**src/rtl/reg_gpr_wrarb.sv**
```systemverilog
// reg_gpr_wrarb: arbitrates the single GPR file write port between the
// in-order pipeline writeback (requester A) and a long-latency unit
// (requester B). B results are buffered in a small FIFO so that B can
// complete independently of the pipeline. A per-GPR pending scoreboard
// tells ID which registers still await a long-latency result.
//
// Optional feature: define PIPPO_WRARB_BYPASS_EN to let a B beat write
// the file in its acceptance cycle when nothing else competes for the
// port and the FIFO is empty (zero-latency bypass). Without it, every
// accepted B beat is enqueued first.
//
// rf_we, rf_addr, rf_data, a_stall and b_ready are combinational decodes
// of registered FIFO state. They are not registered because the bypass
// path must reach the file in the same cycle the beat is accepted, and
// a_stall must freeze the pipeline in the cycle the conflict exists.

module reg_gpr_wrarb #(
  parameter int DW = 32,
  parameter int AW = 5,
  parameter int FD = 2
) (
  input  logic              clk,
  input  logic              rst,
  input  logic              wb_freeze,
  input  logic              flushpipe,
  input  logic              a_we,
  input  logic [AW-1:0]     a_addr,
  input  logic [DW-1:0]     a_data,
  input  logic              b_valid,
  input  logic [AW-1:0]     b_addr,
  input  logic [DW-1:0]     b_data,
  output logic              b_ready,
  input  logic              iss_valid,
  input  logic [AW-1:0]     iss_addr,
  output logic              rf_we,
  output logic [AW-1:0]     rf_addr,
  output logic [DW-1:0]     rf_data,
  output logic              a_stall,
  output logic [(1<<AW)-1:0] pend_vec
);

  // Pointer width: index bits plus one wrap bit to tell full from empty.
  localparam int PW = (FD > 1) ? $clog2(FD) : 1;
  localparam int NR = 1 << AW;

  // Write-port source chosen for the current cycle.
  typedef enum logic [1:0] {
    SRC_NONE = 2'd0,
    SRC_A    = 2'd1,
    SRC_HEAD = 2'd2,
    SRC_BYP  = 2'd3
  } src_e;

  // One-hot decode of a GPR number into a scoreboard mask.
  function automatic logic [NR-1:0] addr_onehot(input logic [AW-1:0] addr);
    logic [NR-1:0] mask;
    mask = {{(NR-1){1'b0}}, 1'b1} << addr;
    return mask;
  endfunction

  // FIFO storage and pointers.
  logic [AW-1:0] fifo_addr_r [FD];
  logic [DW-1:0] fifo_data_r [FD];
  logic [PW:0]   wr_ptr_r;
  logic [PW:0]   rd_ptr_r;
  logic [NR-1:0] pend_r;

  // Combinational decode.
  logic          fifo_empty_s;
  logic          fifo_full_s;
  logic          a_live_s;
  logic          b_fire_s;
  logic          bypass_ok_s;
  src_e          src_s;
  logic          push_s;
  logic          pop_s;
  logic [AW-1:0] head_addr_s;
  logic [DW-1:0] head_data_s;
  logic [NR-1:0] pend_set_s;
  logic [NR-1:0] pend_clr_s;
  logic [NR-1:0] pend_next_s;

  assign fifo_empty_s = (wr_ptr_r == rd_ptr_r);
  assign fifo_full_s  = (wr_ptr_r[PW] != rd_ptr_r[PW]) &&
                        (wr_ptr_r[PW-1:0] == rd_ptr_r[PW-1:0]);
  assign head_addr_s  = fifo_addr_r[rd_ptr_r[PW-1:0]];
  assign head_data_s  = fifo_data_r[rd_ptr_r[PW-1:0]];

  // A only counts as a live request when the pipeline is not flushing it.
  assign a_live_s = a_we & ~flushpipe;

  // B handshake: ready depends only on FIFO occupancy (and reset), never on
  // b_valid. A full FIFO keeps ready low even in a cycle that dequeues, so a
  // same-cycle push/pop only ever happens on a non-full FIFO.
  assign b_ready  = ~fifo_full_s & ~rst;
  assign b_fire_s = b_valid & b_ready;

`ifdef PIPPO_WRARB_BYPASS_EN
  assign bypass_ok_s = b_fire_s & fifo_empty_s & ~a_live_s & ~wb_freeze;
`else
  assign bypass_ok_s = 1'b0;
`endif

  // Pipeline must hold A while the full FIFO drains through the port.
  assign a_stall = a_we & fifo_full_s & ~wb_freeze & ~rst;

  // Choose the write source: freeze blocks everything, a full FIFO beats A
  // so B can always make progress, otherwise A beats the queue.
  always_comb begin
    src_s = SRC_NONE;
    if (rst) begin
      src_s = SRC_NONE;
    end else if (wb_freeze) begin
      src_s = SRC_NONE;
    end else if (fifo_full_s) begin
      src_s = SRC_HEAD;
    end else if (a_live_s) begin
      src_s = SRC_A;
    end else if (!fifo_empty_s) begin
      src_s = SRC_HEAD;
    end else if (bypass_ok_s) begin
      src_s = SRC_BYP;
    end else begin
      src_s = SRC_NONE;
    end
  end

  // Drive the file write port from the selected source.
  always_comb begin
    rf_we   = 1'b0;
    rf_addr = head_addr_s;
    rf_data = head_data_s;
    case (src_s)
      SRC_A: begin
        rf_we   = 1'b1;
        rf_addr = a_addr;
        rf_data = a_data;
      end
      SRC_HEAD: begin
        rf_we   = 1'b1;
        rf_addr = head_addr_s;
        rf_data = head_data_s;
      end
      SRC_BYP: begin
        rf_we   = 1'b1;
        rf_addr = b_addr;
        rf_data = b_data;
      end
      default: begin
        rf_we   = 1'b0;
        rf_addr = head_addr_s;
        rf_data = head_data_s;
      end
    endcase
  end

  // FIFO control: the head leaves only when it actually wrote the file, and
  // a bypassed beat never occupies a slot.
  assign pop_s  = (src_s == SRC_HEAD);
  assign push_s = b_fire_s & (src_s != SRC_BYP);

  // Scoreboard update: B retirement clears its bit, an issue sets its bit,
  // and set wins when both hit the same register in one cycle.
  always_comb begin
    pend_set_s = '0;
    pend_clr_s = '0;
    if (iss_valid) begin
      pend_set_s = addr_onehot(iss_addr);
    end else begin
      pend_set_s = '0;
    end
    case (src_s)
      SRC_HEAD: pend_clr_s = addr_onehot(head_addr_s);
      SRC_BYP:  pend_clr_s = addr_onehot(b_addr);
      default:  pend_clr_s = '0;
    endcase
    pend_next_s = (pend_r & ~pend_clr_s) | pend_set_s;
  end

  // FIFO payload storage; contents are meaningless outside the pointer
  // window, so only the pointers need reset.
  always_ff @(posedge clk) begin
    if (push_s) begin
      fifo_addr_r[wr_ptr_r[PW-1:0]] <= b_addr;
      fifo_data_r[wr_ptr_r[PW-1:0]] <= b_data;
    end
  end

  // FIFO pointers; reset discards any in-flight B results.
  always_ff @(posedge clk or posedge rst) begin
    if (rst) begin
      wr_ptr_r <= '0;
      rd_ptr_r <= '0;
    end else begin
      if (push_s) begin
        wr_ptr_r <= wr_ptr_r + {{PW{1'b0}}, 1'b1};
      end
      if (pop_s) begin
        rd_ptr_r <= rd_ptr_r + {{PW{1'b0}}, 1'b1};
      end
    end
  end

  // Pending-write scoreboard register.
  always_ff @(posedge clk or posedge rst) begin
    if (rst) begin
      pend_r <= '0;
    end else begin
      pend_r <= pend_next_s;
    end
  end

  assign pend_vec = pend_r;

endmodule

```
**config.mk**
```make
export PLATFORM = sky130hd
export DESIGN_NAME = reg_gpr_wrarb
export DESIGN_NICKNAME = d
export VERILOG_FILES = /design/src/rtl/reg_gpr_wrarb.sv
export SDC_FILE = /design/constraint.sdc
export NUM_CORES = 1
export LEC_CHECK = 0
export ABC_CLOCK_PERIOD_IN_PS = 3480
export CAP_MARGIN = 20
export CORE_ASPECT_RATIO = 0.75
export CORE_MARGIN = 2
export CORE_UTILIZATION = 45
export DETAILED_ROUTE_END_ITERATION = 16
export MAX_ROUTING_LAYER = met4
export PLACE_DENSITY_LB_ADDON = 0.15
export SYNTH_ARGS = -nofsm -noshare
export SYNTH_HDL_FRONTEND = slang
export SYNTH_SLANG_ARGS = --single-unit
export TNS_END_PERCENT = 50
```
**constraint.sdc**
```tcl
create_clock -name clk -period 3.48 [get_ports clk]
set_input_delay 0.696 -clock clk [delete_from_list [all_inputs] [get_ports clk]]
set_output_delay 0.696 -clock clk [all_outputs]
set_load 0.02 [all_outputs]
```
* After elaboration in Yosys (flattened, before gate mapping) *
Memory sizes are Yosys's and may differ from the RTL's.
Cells that the tools add are included.

word-level totals
  memory bits (writable) = 74
  output and inout port bits = 72
  register bits after elaboration = 36
  memories kept = 2
  word-level logic and storage cells = 45
  bits of input ports = 86

memory list
  name         depth  width  rd ports  clocked after Yosys merged registers in  write ports  RTL line  text
  fifo_data_r  2      32     1         0                                        1            63        logic [DW-1:0] fifo_data_r [FD];
  fifo_addr_r  2      5      1         0                                        1            62        logic [AW-1:0] fifo_addr_r [FD];

operators by class
  reduce and logical (&&, ||, !) cells = 2
  bitwise logic cells = 14
  add/subtract/negate cells = 2
  equal/unequal tests = 7
  shift operators = 3
  multiplexer cells = 12

operators by type and width
  kind                                                  number
  one-hot mux 32 bit (2 select lines)                   2
  << shifter 1 x 5 -> 32 bit (first input constant)     3
  AND 32 bit                                            1
  two-way mux 32 bit                                    1
  NOT 32 bit                                            1
  OR 32 bit                                             1
  two-way mux 2 bit                                     5
  one-hot mux 5 bit (2 select lines)                    1
  AND 1 bit                                             7
  adder 2 x 1 -> 2 bit (second input constant)          2
  equality test 2 bit (second input constant)           2
  NOT 1 bit                                             4
  two-way mux 1 bit                                     3
  OR reduction 3 bit                                    1
  equality test 2 x 1 -> 1 bit (second input constant)  1
  equality test 2 bit                                   1
  inequality test 2 bit (second input constant)         1
  equality test 1 bit                                   1
  logical AND 1 bit                                     1
  inequality test 1 bit                                 1

* Logic depth before layout (Yosys ltp) *
Gate-level depths: netlist (run 1).

  depth after elaboration = 11
  mapped depth = 7
  gate-level depth less buffers = 4

* Worst setup path before layout (run 1) *
OpenSTA, ideal clock, no wires.

  path kind = input to register
  start point = in rst
  end point = mem fifo_addr_r[0][0], enable pin
  library setup time = 0.431 ns
  arrival time = 3.531 ns
  required time = 3.049 ns
  buffers on the path = 0
  stages = 4
  slack = -0.482 ns
  cell sequence = inv_1 -> o21a_1 -> nand2_1 -> nor2_1

on the way
  word-level cells in the longest chain between the ends = 6
  elaborated cells on any way between the ends = 8
  those cells by class = eq/ne: 1; mux: 3; bitwise: 4

ends and longest elaborated chain
  item                                     RTL line  text
  from (decl)                              23        input logic rst,
  NOT 1 bit                                95        assign b_ready = ~fifo_full_s & ~rst;
  AND 1 bit                                95
  named net b_ready                        32        output logic b_ready,
  AND 1 bit                                96        assign b_fire_s = b_valid & b_ready;
  AND 1 bit                                160       assign push_s = b_fire_s & (src_s != SRC_BYP);
  two-way mux 1 bit                        183       if (push_s) begin
  two-way mux 1 bit (implied by the code)  184       fifo_addr_r[wr_ptr_r[PW-1:0]] <= b_addr;
  to (decl)                                62

The timed path passes the listed nets, and every way through them passes these cells.

* Worst setup path after layout (run 1) *
  start point = in a_we
  end point = out rf_data[13]

on the way
  word-level cells in the longest chain between the ends = 7
  elaborated cells on any way between the ends = 8
  those cells by class = eq/ne: 2; mux: 5; bitwise: 1

ends and longest elaborated chain
  item                                                                 RTL line  text
  from (decl)                                                          26        input logic a_we,
  AND 1 bit (*)                                                        90        assign a_live_s = a_we & ~flushpipe;
  two-way mux 2 bit (*)                                                117       end else if (a_live_s) begin
  two-way mux 2 bit (*)                                                115       end else if (fifo_full_s) begin
  two-way mux 2 bit (*)                                                113       end else if (wb_freeze) begin
  two-way mux 2 bit (*)                                                111       if (rst) begin
  equality test 2 bit or equality test 2 x 1 -> 1 bit (tied branches)  133       case (src_s)
  one-hot mux 32 bit (2 select lines) (*)                              133
  to (decl)                                                            37        output logic [DW-1:0] rf_data,

Mark *: on every way between the ends. The rest lies on a longest branch, timed or not.

==> summary.txt, run 1 <==
Run
  • # Max-Cap Violations: 0

Layout
  • Final Instance Area: 0.00688 mm2
  • Final cell count without fillers: 696
  • Diodes inserted: 0
  • Synth-to-layout area growth: 42.2%
  • Layout cells sized above 1: 0.0554
  • Nets: 641
  • FILL cells: 794

Timing
  • Slew Limit Fails: 0
  • Rel. slew slack: 0.273
  • Tcrit/Tclk final: 0.981
  • Final Hold Vio Count: 0
  • Worst slew pin tran: 1.09 ns
  • Final TNS setup: 0 ns
  • Fin worst setup slack: 0.0667 ns
  • # setup viols final: 0
  • Final hold slack: 0.500 ns
  • Achievable Freq: 293 MHz
  • Min Tclk post-route: 3.41 ns
  • Fin Clk Skew: 0.00810 ns

Clock tree
  • Worst skew pair latency: 0.34 ns
  • CTS tree: built
  • TritonCTS buffer count: 9
  • CTS H-tree lvls: 3
  • # clock sinks: 110
  • CTS max path bufs: 2
  • Register clock-pin slew on the reported worst setup and hold paths: 0.06 ns
  • CTS Root Cell: clkbuf_16

Global routing
  • First-pass GRT wire length: 17,600 um
  • Global route overflow: 0
  • Antenna violations before repair: 0
  • Global Route Usage Sum: 0.208
  • Largest net degree at the start of global routing: 75
  • Vias in the first global route: 3,519

Place
  • Post-DP HPWL: 8110 um
  • RD Place Congestion: 0.868
  • Placed insts: 677
  • IO Port Bufs: 157
  • Placed cell area: 0.00652 mm2
  • Worst slack, placed: 0.0859 ns

Power
  • PwrDens: 793 mW/mm2
  • Worst vdd ir: 0.399 mV
  • Leak: 2.60 nW

Die
  • Die area: 0.0116 mm2
  • Die Y: 93.8 um
  • I/O Pins: 158
  • DIE WIDTH: 124 um
  • Row cnt: 32
  • Starting Density: 0.466
  • Core Area: 0.0104 mm2

Logic synthesis
  • Post-Syn Area: 0.00483 mm2
  • Mean Syn Cell Area: 12.1 um2
  • Mapped Nets: 486
  • Synth cell types: 32
  • Yosys warnings: 0
  • Gate count of the mapped netlist: 400
  • Seq/Total Area, Yosys: 0.646
  • Seq cells post-synth: 110

Worst setup path
  • Setup crit start kind: input pin
  • Critical R2R Capture: pend_vec[0]$_DFF_PP0_
  • Reg2reg start: rd_ptr_r[0]$_DFFE_PP0P_
  • R2R cell count: 5
  • Critical path class: in -> out
  • Critical path arrival: 2.72 ns
  • Worst setup endpoint: rf_data[13]
  • R2R setup slack: 0.95 ns
  • Critical Path Sink Type: primary output
  • CP startpoint: a_we
  • Max FO, Critical Path: 37
  • CP required: 2.78 ns

Routing
  • Antenna viol nets, final: 0
  • 1st-iter DRT viols: 210
  • Routed length per placed instance: 17.6 um
  • TritonRoute pass-1 iters: 5
  • DRC viols: 0
  • DR vias: 3,816
  • Routed WL: 12,200 um
  • Vias per cell: 5.48

Hold path
  • Min-Delay Path Class: reg -> reg

Status
  • Run status: complete, no violations
-- where the power goes --
part / switching, mW / internal, mW / leakage (nW)
Combinational: 1.37 / 1.09 / 1.36
Clock: 0.436 / 0.626 / 0.150
Sequential: 0.175 / 1.75 / 1.10
-- area by class of cell --
class	instances	area, um2	area share
Clock inverter	7	88.8	0.0129
Timing Repair Buffer	167	1670	0.243
Clock buffer	9	225	0.0328
Tap cell	136	170	0.0247
Inverter	5	18.8	0.00273
Multi-Input combinational cell	262	1580	0.229
Sequential cell	110	3120	0.454
-- registers in the layout, summed over array words and instances (netlist names) --
| register | cells |
|---|---|
| fifo_data_r | 64 |
| pend_vec | 32 |
| fifo_addr_r | 10 |
| rd_ptr_r | 2 |
| wr_ptr_r | 2 |
-- cells in the mapped netlist (all sizes together) --
library cell | count | area share
and2 | 1 | 0.0013
edfxtp | 74 | 0.46
xor2 | 4 | 0.0088
clkbuf | 5 | 0.0039
a32oi | 2 | 0.0036
mux2 | 1 | 0.0031
o41ai | 32 | 0.060
a21boi | 1 | 0.0016
nor2 | 50 | 0.039
o211ai | 1 | 0.0016
a21oi | 37 | 0.038
a31oi | 4 | 0.0052
nand2b | 7 | 0.0091
nor3 | 6 | 0.0062
mux2i | 35 | 0.072
xnor2 | 2 | 0.0036
o31ai | 1 | 0.0016
o22a | 2 | 0.0036
nand2 | 65 | 0.050
dfrtp | 36 | 0.19
and3 | 1 | 0.0013
o21ai | 3 | 0.0031
and3b | 2 | 0.0036
nor2b | 3 | 0.0039
buf | 18 | 0.023
o21a | 1 | 0.0016
nand4 | 1 | 0.0013
inv | 5 | 0.0039
-- layer usage --
| metal | up-vias | routed length (um) | track usage |
|---|---|---|---|
| li1 | 1783 | - | - |
| met1 | 1827 | 5320 | 0.284 |
| met2 | 191 | 5520 | 0.299 |
| met3 | 15 | 1200 | 0.0595 |
| met4 | 0 | 191 | 0.0710 |
| met5 | - | 0 | - |
-- cell families after synthesis --
kind of cell | share of synthesized area
buf+inv | 0.0305
mux | 0.0756
flops | 0.646
simple gates | 0.116
xor+xnor | 0.0124
compound gates | 0.120
-- metrics by stage --
step	utilization	power (mW)
after global placement	0.629	4.36
after CTS	0.659	5.47
after floorplan	-	3.39
after detailed placement	0.629	4.39
final	0.663	5.45
after global routing	0.663	5.71
-- cells in the final DEF (no fill, tap or decap), drive strengths merged --
| cell type | count |
|---|---|
| edfxtp | 74 |
| clkbuf | 10 |
| and3 | 1 |
| nor3 | 6 |
| and3b | 2 |
| and2 | 1 |
| bufinv | 2 |
| o211ai | 1 |
| a21oi | 37 |
| xnor2 | 2 |
| mux2i | 35 |
| a32oi | 2 |
| clkdlybuf4s50 | 156 |
| nor2 | 50 |
| mux2 | 1 |
| a21boi | 1 |
| dfrtp | 36 |
| o21ai | 3 |
| o31ai | 1 |
| buf | 9 |
| nand2 | 65 |
| inv | 5 |
| a31oi | 4 |
| dlymetal6s2s | 1 |
| nor2b | 3 |
| nand4 | 1 |
| clkinv | 4 |
| o21a | 1 |
| xor2 | 4 |
| o22a | 2 |
| nand2b | 7 |
| o41ai | 32 |
| clkinvlp | 1 |
-- how the worst min path moves through the flow --
stage	startpoint	end	cells past startpoint
floorplan	rd_ptr_r[1]$_DFFE_PP0P_	rd_ptr_r[1]$_DFFE_PP0P_	1
global placement	rd_ptr_r[1]$_DFFE_PP0P_	rd_ptr_r[1]$_DFFE_PP0P_	1
detailed placement	rd_ptr_r[1]$_DFFE_PP0P_	rd_ptr_r[1]$_DFFE_PP0P_	1
CTS	rd_ptr_r[1]$_DFFE_PP0P_	rd_ptr_r[1]$_DFFE_PP0P_	1
global route	rd_ptr_r[1]$_DFFE_PP0P_	rd_ptr_r[1]$_DFFE_PP0P_	1
finish	wr_ptr_r[1]$_DFFE_PP0P_	wr_ptr_r[1]$_DFFE_PP0P_	1
-- critical path: stages --
cell             delay, ns
clkdlybuf4s50_1       0.49
nor2b_1               0.20
o211ai_1              0.12
buf_4                 0.18
buf_6                 0.20
a21oi_1               0.17
clkdlybuf4s50_1       0.65
-- what timing repair did --
action,in CTS,in global routing
endpoints found under the setup margin,0,7
resized for setup,0,4
hold buffers,0,0
setup buffers,0,1
(Power assumes the default switching activity.)
==> run 2: changes to the inputs <==
Settings changed: ABC_AREA set to 1, SLEW_MARGIN set to 10.
==> summary.txt, run 2 <==
Power
  • PwrDens: 767 mW/mm2
  • Leak: 3.08 nW
  • Worst vdd ir: 0.442 mV

Logic synthesis
  • Area share of the largest cell type after synthesis: 0.440
  • Number of synthesized flops with an enable pin: 74
  • Synth top area cells: edfxtp_1 (44%), nand2_1 (20%), dfrtp_1 (18%), inv_1 (3.4%), o21ai_0 (2.9%)
  • Seq/Total Area, Yosys: 0.619
  • Ys flop type: edfxtp_1
  • Mapped Nets: 660
  • Seq cells post-synth: 110
  • Mean Syn Cell Area: 8.79 um2
  • Post-Syn Area: 0.00504 mm2
  • Most frequent cell after synthesis: nand2_1
  • Gate count of the mapped netlist: 574
  • Largest area contributor in the netlist: edfxtp_1
  • Synth cell types: 26
  • Post-synth top cells: nand2_1 (274), edfxtp_1 (74), inv_1 (46)
  • Async SR Flop Fraction: 0.327
  • Yosys warnings: 0

Layout
  • Final Instance Area: 0.00711 mm2
  • Synth-to-layout area growth: 40.9%
  • Layout cells sized above 1: 0.0505
  • Number of flip-flops in the largest register: 64
  • Most frequent cells in the layout: nand2_1 (274), clkdlybuf4s50_1 (156), edfxtp_1 (74)
  • Final core utilization: 0.650
  • FILL cells: 898
  • Diodes inserted: 0
  • Nets: 814
  • Most common cell after layout, fill and taps aside: nand2_1

Worst setup path
  • Critical R2R Capture: fifo_data_r[1][19]$_DFFE_PP_
  • Worst setup endpoint: rf_data[13]
  • Setup crit start kind: input pin
  • Reg2reg start: rd_ptr_r[0]$_DFFE_PP0P_
  • Levels on crit path: 7
  • CP Buf/Inv Count: 4
  • Max FO, Critical Path: 50
  • Slowest cell on the critical path: clkdlybuf4s50_1
  • Critical path cell sequence: clkdlybuf4s50_1 -> inv_1 -> nor2_1 -> nand3_2 -> buf_12 -> o21ai_0 -> clkdlybuf4s50_1
  • CP required: 2.78 ns
  • R2R setup slack: 1.33 ns
  • CP startpoint: a_we
  • Critical path arrival: 2.65 ns
  • Max stage delay on crit path: 0.67 ns
  • R2R cell count: 7
  • Critical Path Sink Type: primary output
  • CP most frequent cell: clkdlybuf4s50_1
  • Critical path class: in -> out
  • Largest delay share family, worst path: buffers and inverters

Die
  • DIE WIDTH: 126 um
  • I/O Pins: 158
  • Row cnt: 33
  • Core Area: 0.0109 mm2
  • Die area: 0.0121 mm2
  • Starting Density: 0.461
  • Die Y: 95.7 um

Timing
  • Unrepaired setup endpoints after global routing: false
  • Min Tclk post-route: 3.35 ns
  • Fin Clk Skew: 0.00855 ns
  • Final Hold Vio Count: 0
  • # setup viols final: 0
  • Worst slew pin tran: 0.619 ns
  • Tcrit/Tclk final: 0.963
  • Achievable Freq: 298 MHz
  • Rel. slew slack: 0.583
  • Slew Limit Fails: 0

Routing
  • Met3 WL: 823 um
  • Routed length per placed instance: 14.5 um
  • 1st-iter DRT viols: 304
  • Wire length on met1: 5720 um
  • Vias per cell: 4.88
  • Wire length on met2: 6000 um
  • Antenna viol nets, final: 0
  • Routed WL: 12,700 um
  • DRC viols: 0
  • Top sig layer: met4
  • DR vias: 4,258
  • TritonRoute pass-1 iters: 5

Clock tree
  • TritonCTS buffer count: 9
  • Worst skew pair latency: 0.35 ns
  • CTS tree: built
  • # Post-CTS Setup Buffers: 0
  • CTS H-tree lvls: 3
  • Register clock-pin slew on the reported worst setup and hold paths: 0.07 ns
  • Cts repair resizes: 0
  • # clock sinks: 110
  • CTS max path bufs: 2
  • CTS Root Cell: clkbuf_16
  • Hold_buf cts: 0

Status
  • Run status: complete, no violations

Hold path
  • Min-Delay Path Class: reg -> reg

Global routing
  • Global route overflow: 0
  • Antenna violations before repair: 0
  • Vias in the first global route: 4,080
  • First-pass GRT wire length: 20,100 um
  • Global Route Usage Sum: 0.223
  • Largest net degree at the start of global routing: 51

Place
  • RD Place Congestion: 0.874
  • IO Port Bufs: 157
  • Post-DP HPWL: 8990 um
  • Placed cell area: 0.00679 mm2

Run
  • # Max-Cap Violations: 0
==> run 2: changes by cell type after synthesis, sizes merged, moves of 5 or more <==
cell and change:
mux2i -35, nor4 +7, nor3 -6, nand2 +210, nand2b -7, o41ai -32, o21ai +39, inv +44
nor2 -11, nand3 +18, buf -5, clkbuf +6, a21oi -32
==> run 2: per-layer routing <==
layer,up-vias,track usage
met2,151,0.357
li1,2130,-
met3,11,0.0539
met1,1966,0.291
met5,-,-
met4,0,0.0604
==> run 2: metrics by stage <==
step                      hold slack [ns]  setup TNS, ns  cells  setup WS [ns]  total power, mW
after global routing                0.501              0    873         0.0155             5.79
after floorplan                     0.488         -27.59    574         -0.385             3.27
after detailed placement            0.463              0    857          0.109             4.44
final                               0.476              0    873          0.129             5.45
after CTS                           0.478              0    873         0.0911             5.50
after global placement              0.458              0    857          0.237             4.39
==> run 2: layout make-up <==
class	count	area, um2	share of cell area
flip-flops and latches	110	3120	0.439
repair buffers	167	1660	0.234
multi-input cells	391	1650	0.232
clock buffers	15	310	0.0437
inverters	49	184	0.0259
well taps	140	175	0.0246
clock inverters	1	7.51	0.00106
==> run 2: where the power goes <==
group	switching [mW]	internal, mW	leakage [nW]
clock network	0.438	0.613	0.152
logic	1.47	1.05	1.83
registers	0.148	1.73	1.10
total	2.06	3.40	3.08
==> run 2: cell families after synthesis <==
logic type      count (synthesis)  share of synthesized area
buf+inv                        73                     0.0585
flops                         110                      0.619
simple gates                  341                      0.270
xor+xnor                        2                    0.00347
compound gates                 48                     0.0494
==> run 2: how the worst min path moves through the flow <==
stage	startpoint	to	slack [ns]	depth (start not counted)
detailed placement	pend_vec[28]$_DFF_PP0_	pend_vec[28]$_DFF_PP0_	0.46	2
global route	pend_vec[24]$_DFF_PP0_	pend_vec[24]$_DFF_PP0_	0.50	2
finish	pend_vec[28]$_DFF_PP0_	pend_vec[28]$_DFF_PP0_	0.48	2
floorplan	rd_ptr_r[1]$_DFFE_PP0P_	rd_ptr_r[1]$_DFFE_PP0P_	0.49	2
CTS	pend_vec[28]$_DFF_PP0_	pend_vec[28]$_DFF_PP0_	0.48	2
global placement	pend_vec[16]$_DFF_PP0_	pend_vec[16]$_DFF_PP0_	0.46	2
==> run 2: worst reg2reg max path: stages (launching register included) <==
cell,delay (ns)
dfrtp_1,0.40
buf_4,0.21
nand2_1,0.12
nand2_2,0.08
nand3_2,0.10
nand3_1,0.24
nor2_4,0.17
buf_4,0.46
